### config.mk
export PLATFORM = sky130hd
export DESIGN_NAME = z16_instr_loader
export DESIGN_NICKNAME = d
export VERILOG_FILES = /design/src/rtl/z16_instr_loader.sv
export SDC_FILE = /design/constraint.sdc
export NUM_CORES = 1
export LEC_CHECK = 0
export CAP_MARGIN = 20
export CORE_MARGIN = 2
export CORE_UTILIZATION = 45
export DETAILED_ROUTE_END_ITERATION = 7
export GPL_TIMING_DRIVEN = 0
export PLACE_DENSITY = 0.77
export SLEW_MARGIN = 20
export SYNTH_ARGS = -nofsm -noshare
export SYNTH_HDL_FRONTEND = slang
export SYNTH_SLANG_ARGS = --single-unit
### constraint.sdc
create_clock -name i_clk -period 2 [get_ports i_clk]
set_input_delay 0.3 -clock i_clk [delete_from_list [all_inputs] [get_ports i_clk]]
set_output_delay 0.3 -clock i_clk [all_outputs]
set_load 0.1 [all_outputs]
### src/rtl/z16_instr_loader.sv
// rtl/z16_instr_loader.sv - byte-stream loader that fills the Z16 instruction store
// Optional checksum trailer byte is enabled with `define Z16_LOADER_CHECKSUM_EN.
module z16_instr_loader #(
  parameter int DEPTH_WORDS = 16,
  parameter int LEN_W       = 16
) (
  input  logic             i_clk,
  input  logic             i_rst,
  input  logic [7:0]       i_rx_data,
  input  logic             i_rx_valid,
  output logic             o_rx_ready,
  input  logic             i_reload,
  output logic             o_wr_en,
  output logic [15:0]      o_wr_addr,
  output logic [15:0]      o_wr_data,
  output logic             o_cpu_rst,
  output logic             o_busy,
  output logic             o_done,
  output logic             o_err,
  output logic [LEN_W-1:0] o_word_count
);

  typedef enum logic [2:0] {
    S_LEN_LO,
    S_LEN_HI,
    S_DATA_LO,
    S_DATA_HI,
    S_DONE,
    S_ERROR
`ifdef Z16_LOADER_CHECKSUM_EN
    , S_CHK
`endif
  } state_t;

  state_t           r_state;
  logic [7:0]       r_len_lo;
  logic [LEN_W-1:0] r_len;
  logic [7:0]       r_lo;
  logic [LEN_W-1:0] r_word_count;
  logic             r_wr_en;
  logic [15:0]      r_wr_addr;
  logic [15:0]      r_wr_data;
  logic             r_cpu_rst;
  logic             r_busy;
  logic             r_done;
  logic             r_err;
`ifdef Z16_LOADER_CHECKSUM_EN
  logic [7:0]       r_sum;
`endif

  logic             w_accept;
  logic [LEN_W-1:0] w_len_hdr;
  logic [LEN_W-1:0] w_count_next;

  // Ready depends on state alone so the upstream receiver never sees a combinational path back.
  assign o_rx_ready   = (r_state != S_DONE) && (r_state != S_ERROR);
  assign w_accept     = i_rx_valid && o_rx_ready;
  assign w_len_hdr    = LEN_W'({i_rx_data, r_len_lo});
  assign w_count_next = r_word_count + LEN_W'(1);

  always_ff @(posedge i_clk) begin
    if (i_rst) begin
      r_state      <= S_LEN_LO;
      r_len_lo     <= '0;
      r_len        <= '0;
      r_lo         <= '0;
      r_word_count <= '0;
      r_wr_en      <= 1'b0;
      r_wr_addr    <= '0;
      r_wr_data    <= '0;
      r_cpu_rst    <= 1'b1;
      r_busy       <= 1'b1;
      r_done       <= 1'b0;
      r_err        <= 1'b0;
`ifdef Z16_LOADER_CHECKSUM_EN
      r_sum        <= '0;
`endif
    end else begin
      r_wr_en <= 1'b0;
      case (r_state)
        S_LEN_LO: begin
`ifdef Z16_LOADER_CHECKSUM_EN
          r_sum <= '0;
`endif
          if (w_accept) begin
            r_len_lo <= i_rx_data;
            r_state  <= S_LEN_HI;
          end
        end
        S_LEN_HI: begin
          if (w_accept) begin
            r_len <= w_len_hdr;
            if (w_len_hdr > LEN_W'(DEPTH_WORDS)) begin
              r_state <= S_ERROR;
              r_busy  <= 1'b0;
              r_err   <= 1'b1;
            end else if (w_len_hdr == '0) begin
`ifdef Z16_LOADER_CHECKSUM_EN
              r_state <= S_CHK;
`else
              r_state   <= S_DONE;
              r_busy    <= 1'b0;
              r_done    <= 1'b1;
              r_cpu_rst <= 1'b0;
`endif
            end else begin
              r_state <= S_DATA_LO;
            end
          end
        end
        S_DATA_LO: begin
          if (w_accept) begin
            r_lo    <= i_rx_data;
            r_state <= S_DATA_HI;
`ifdef Z16_LOADER_CHECKSUM_EN
            r_sum   <= r_sum + i_rx_data;
`endif
          end
        end
        S_DATA_HI: begin
          if (w_accept) begin
            r_wr_en      <= 1'b1;
            r_wr_data    <= {i_rx_data, r_lo};
            r_wr_addr    <= 16'({r_word_count, 1'b0});
            r_word_count <= w_count_next;
`ifdef Z16_LOADER_CHECKSUM_EN
            r_sum        <= r_sum + i_rx_data;
`endif
            if (w_count_next == r_len) begin
`ifdef Z16_LOADER_CHECKSUM_EN
              r_state <= S_CHK;
`else
              r_state   <= S_DONE;
              r_busy    <= 1'b0;
              r_done    <= 1'b1;
              r_cpu_rst <= 1'b0;
`endif
            end else begin
              r_state <= S_DATA_LO;
            end
          end
        end
`ifdef Z16_LOADER_CHECKSUM_EN
        S_CHK: begin
          if (w_accept) begin
            r_busy <= 1'b0;
            if (i_rx_data == r_sum) begin
              r_state   <= S_DONE;
              r_done    <= 1'b1;
              r_cpu_rst <= 1'b0;
            end else begin
              r_state <= S_ERROR;
              r_err   <= 1'b1;
            end
          end
        end
`endif
        S_DONE, S_ERROR: begin
          // Old image stays in memory; only the bookkeeping restarts.
          if (i_reload) begin
            r_state      <= S_LEN_LO;
            r_word_count <= '0;
            r_done       <= 1'b0;
            r_err        <= 1'b0;
            r_cpu_rst    <= 1'b1;
            r_busy       <= 1'b1;
          end
        end
        default: r_state <= S_LEN_LO;
      endcase
    end
  end

  assign o_wr_en      = r_wr_en;
  assign o_wr_addr    = r_wr_addr;
  assign o_wr_data    = r_wr_data;
  assign o_cpu_rst    = r_cpu_rst;
  assign o_busy       = r_busy;
  assign o_done       = r_done;
  assign o_err        = r_err;
  assign o_word_count = r_word_count;

endmodule

# Yosys cells after proc, flatten, opt, wreduce, memory -nomap -nowiden
# Cells that the tools add are included.
[classes]
eq_ne = 18
reduce_logical = 18
order_cmp = 1
n_mux = 33
n_bitwise = 1
add_sub_neg = 1
[op_table]
columns = ["cell", "n"]
rows = [
  ["$mux W16", 2],
  ["$pmux W16 S2", 1],
  ["$mux W3", 8],
  ["$ne A2 B2 Y1 const B", 9],
  ["$mux W1", 17],
  ["$add A16 B1 Y16 const B", 1],
  ["$eq A16 B16 Y1", 1],
  ["$gt A16 B5 Y1 const B", 1],
  ["$logic_not A16 Y1", 1],
  ["$pmux W3 S5", 1],
  ["$ne A3 B3 Y1 const B", 3],
  ["$pmux W1 S3", 3],
  ["$reduce_and A2 Y1", 4],
  ["$reduce_and A7 Y1", 1],
  ["$eq A3 B2 Y1 const B", 2],
  ["$eq A3 B3 Y1 const B", 2],
  ["$reduce_and A6 Y1", 1],
  ["$reduce_and A5 Y1", 1],
  ["$reduce_and A4 Y1", 1],
  ["$reduce_bool A2 Y1", 2],
  ["$reduce_or A2 Y1", 2],
  ["$eq A3 B1 Y1 const B", 1],
  ["$logic_not A3 Y1", 1],
  ["$reduce_and A3 Y1", 1],
  ["4 further kinds", 5],
]
[totals]
inputBits = 12
output_inout_bits = 54
wordCells = 84
reg_bits = 87

# Depth between registers and ports, before layout
[logic_depth]
ltp_word = 5
ltp_mapped = 8

# Worst setup path before layout
# Ideal clock, no wire load.
[synth_path]
path_kind = "register to register"
start = "register r_word_count[0] (netlist: o_word_count[0])"
end = "register r_busy (netlist: o_busy)"
n_path_buf = 1
required_time_ps = 1878
period_less_slack_ps = 2918
arrival_time_ps = 2796
stages_incl_launch_ff = 8
setup_slack_ps = -918
setup_ps = 122
path_cell_list = "dfxtp_1 -> buf_2 -> nand4_2 -> or3_4 -> a211o_1 -> a211o_1 -> nor4bb_1 -> nor2_1"
[synth_via]
elab_chain_len = 4
[synth_rtl]
columns = ["element", "line_no", "rtl"]
rows = [
  ["start, declared", "39", "logic [LEN_W-1:0] r_word_count;"],
  ["start signal, assigned", "125", "r_word_count <= w_count_next;"],
  ["$add A16 B1 Y16", "59", "assign w_count_next = r_word_count + LEN_W'(1);"],
  ["$eq A16 B16 Y1", "129", "if (w_count_next == r_len) begin"],
  ["$ne A2 B2 Y1 (no source line)", "-", ""],
  ["$reduce_and A6 Y1 (no source line)", "-", ""],
  ["end signal, assigned", "72", "r_busy <= 1'b1;"],
  ["end signal, assigned", "95", "r_busy <= 1'b0;"],
  ["end signal, assigned", "134", "r_busy <= 1'b0;"],
  ["end, declared", "44", "logic r_busy;"],
]
# Every way passes these cells.
# A chain may end at the register's enable or synchronous reset.

# Final worst setup path
[layout_path]
start = "register r_word_count[6] (netlist: o_word_count[6])"
end = "register r_state[1]"
[layout_via]
elab_chain_len = 5
[layout_rtl]
columns = ["element", "line_no", "rtl"]
rows = [
  ["$add A16 B1 Y16", "59", ""],
  ["$eq A16 B16 Y1", "129", ""],
  ["$mux W3", "129", ""],
  ["$mux W3", "121", "if (w_accept) begin"],
  ["$pmux W3 S5", "80", "case (r_state)"],
  ["end signal, assigned", "87", "r_state <= S_LEN_HI;"],
  ["end signal, assigned", "133", "r_state <= S_DONE;"],
  ["end signal, assigned", "139", "r_state <= S_DATA_LO;"],
  ["end, declared", "35", "state_t r_state;"],
]
# Every way passes these cells. The select of a mux whose other input is x is not followed.

==> impl_metrics.py <==
metrics = {
    "route": {
        "postRouteAntennaNets": 0,
        "vias": 3826,
        "drcViolationCount": 0,
        "wl_mm": 10.6,
        "drt_iter0_drc": 244,
        "wl_per_cell_um": 15.5,
        "routed_via_density": 5.59,
        "dr.pass1.iters": 5,
    },
    "grt": {
        "antenna_found_initial": 0,
        "grt_max_degree": 17,
        "grt-ovfl-total": 0,
        "grt_usage_pct": 22.3,
        "grt_pass1_vias": 3670,
        "grt_pass1_wl_mm": 17.3,
    },
    "synthesis": {
        "seq_area_frac_synth_pct": 44.9,
        "synth-simple-area-share_pct": 24.2,
        "synth_mux_area_share_pct": 2.36,
        "synth-compound-area-share_pct": 18.2,
        "synth_top_family_by_area": "simple AND/OR/NAND/NOR gates",
        "synth_top_area_share_pct": 44.9,
        "yosys-top-cells-area": "dfxtp_1 45%, nand2_1 12%, a21oi_1 8.9%",
        "syn_area_per_cell_um2": 7.89,
        "synth_cell_type_count": 57,
        "synth-xor-area-share_pct": 4.97,
        "ys.flop_type": "dfxtp_1",
        "mappedNetlistArea_um2": 3870,
        "synth-async-reset-ratio_pct": 0,
        "synth_fa_ha_area_share_pct": 0.323,
        "yosys.area.top_type": "dfxtp_1",
        "yosysWarnings": 0,
        "synth_edf_count": 0,
        "synth_seq_cells": 87,
        "syn_nets": 504,
        "syn_inst": 491,
    },
    "sta": {
        "timing.setup.tns_ns": -0.408,
        "rsz0062_at_grt": "true",
        "max_freq_mhz": 468,
        "worst_pin_slew_ns": 0.970,
        "layout_worst_path_cycle_share_pct": 107,
        "finalClockSkew_ns": 0.00919,
        "setup_slack_ns": -0.136,
        "finalSetupViolCount": 5,
        "final-max-slew-violation-count": 0,
        "period_needed_ns": 2.14,
        "slew_headroom_pct": 35.6,
        "final-hold-violation-count": 0,
    },
    "clocking": {
        "cts_max_level": 3,
        "cts_tree": "done",
        "cts_buffers": 9,
        "path_clk_slew_ns": 0.09,
        "clock-sinks": 87,
        "cts_root_buffer": "clkbuf_8",
        "cts_buffer_depth": 2,
        "cts_hold_buf": 0,
        "clk_latency_ns": 0.37,
    },
    "power_and_ir_drop": {
        "powerDensity_nw_per_um2": 640,
        "irDropWorstVdd_mv": 0.379,
        "p_int_uw": 2380,
        "swShare_pct": 27.8,
        "power_frac_comb_pct": 9.2,
        "power.switching_uw": 917,
        "p_leak_uw": 0.00207,
        "pwr-share-clk_pct": 37.3,
        "pwr-share-seq_pct": 53.5,
    },
    "job": {
        "maxCapViolations": 0,
    },
    "setup_path": {
        "cp_slowest_stage_delay_ns": 0.38,
        "critPathKind": "register to register",
        "slowest_stage": "dfxtp_4",
        "required_ns": 2.24,
        "r2r_cells": 6,
        "cp-end-kind": "register",
        "start_kind": "register",
        "cp_top_family": "compound AO/OA/AOI/OAI gates",
        "critPathBufInv": 0,
        "cp.depth": 6,
        "crit_fanout": 4,
        "path_cells": "xor2_2 -> mux2_4 -> o32a_1 -> a2111oi_2 -> and4b_2 -> a41oi_2",
        "cp.arrival_ns": 2.37,
    },
    "die": {
        "io_pins": 66,
        "dieWidth_um": 96.8,
        "die_h_um": 96.8,
        "die_area_um2": 9370,
        "fp-row-count": 33,
        "initial_core_util_pct": 46.7,
        "core_area_um2": 8300,
    },
    "finish": {
        "multi_input_area_um2": 2120,
        "final_util_pct": 62.1,
        "insertedDiodeCount": 0,
        "stdcell_area_um2": 5150,
        "ff_latch_area_um2": 1800,
        "final_layout_size_suffix_gt1_share_pct": 17.1,
        "area_delta_synth_final_pct": 33.0,
        "nets": 588,
        "final.fill_count": 751,
    },
    "place": {
        "placed_area_um2": 4800,
        "numPortBuffers": 63,
        "gp_congestion": 0.874,
        "place_ws_ns": -1.07,
        "dp_hpwl_mm": 7.48,
    },
    "worst_hold_path": {
        "worstHoldPathType": "input pin to register",
        "hold_depth": 2,
    },
    "outcome": {
        "violations": "negative setup slack",
        "status": "complete, but fails checks",
    },
}
-- cell usage in the layout (no fill, tap or decap), types with 6 or more instances in the layout --
master,count
dfxtp_1,69
a21oi_1,69
o21ai_0,20
clkdlybuf4s50_1,10
buf_6,7
mux2i_1,8
xnor2_1,15
clkbuf_1,15
dfxtp_4,15
nand2_1,125
nor2_1,35
buf_4,16
nand3_1,6
clkbuf_8,10
dlygate4sd2_1,51
-- what timing repair did --
item                       4_1_cts  5_1_grt
pin swaps                        9        7
setup buffers                    5        9
setup endpoints to repair      114       49
gates resized for setup         80       14
-- path summary, 6_finish.rpt --
path         slack, ns           end            start
max              -0.14    r_state[1]  o_word_count[6]
min               0.36    r_state[0]            i_rst
max reg2reg      -0.14    r_state[1]  o_word_count[6]
min reg2reg       0.45  o_wr_addr[5]     o_wr_addr[5]
-- stage by stage --
stage                     hold WS [ns]  cells  total power [uW]
after floorplan                  0.431    491              2000
after global placement           0.440    659              2090
after detailed placement         0.447    659              2100
after CTS                        0.375    676              3310
after global routing             0.387    685              3430
final                            0.365    685              3300
-- metal layers --
layer  track usage, %  share of wire [%]  wire, um
met2             38.9                 50      5270
met4             7.26                2.2       235
met5                0                  0         0
met3             5.56                6.1       642
met1             26.9                 42      4450
-- Yosys cell counts, drive strengths merged, types with 4 or more instances --
master / number
nor3: 6
nor4: 5
nand4: 4
o21ai: 20
dfxtp: 87
nand3: 8
xor2: 5
a21oi: 69
nor2: 37
buf: 13
o41ai: 5
inv: 5
xnor2: 17
mux2i: 8
clkbuf: 25
nand2: 126
-- area by class of cell --
cell class | instances | share of cell area (%)
flip-flops and latches | 87 | 35.0
well taps | 105 | 2.55
repair buffers | 77 | 13.0
clock buffers | 10 | 2.89
plain buffers | 34 | 4.25
clock inverters | 6 | 0.947
multi-input cells | 361 | 41.1
inverters | 5 | 0.364
-- registers in the layout, indices dropped and copies added (netlist names) --
name	flops
r_state	3
o_wr_data	16
o_word_count	16
r_lo	8
o_cpu_rst	1
o_wr_en	1
o_done	1
r_len	16
o_wr_addr	15
o_err	1
o_busy	1
r_len_lo	8
-- power groups by stage --
stage	sequential (uW)	combinational (uW)	clock (uW)
after detailed placement	1800	295	0
after CTS	1760	295	1250
after global placement	1800	290	0
after global routing	1770	327	1330
final	1760	305	1230
after floorplan	1850	159	0
-- cells by family (layout without fill, tap and decap cells) --
| group | Yosys count | count (layout) |
|---|---|---|
| AND/OR/NAND/NOR | 207 | 207 |
| AO/OA/AOI/OAI | 121 | 121 |
| flip-flops | 87 | 87 |
| buffers and inverters | 43 | 132 |
| XOR/XNOR | 22 | 22 |
| multiplexers | 9 | 9 |
| adder cells (fa/ha/maj) | 1 | 1 |
| other | 1 | 1 |
Note: power is estimated with default switching activity, not from simulation.
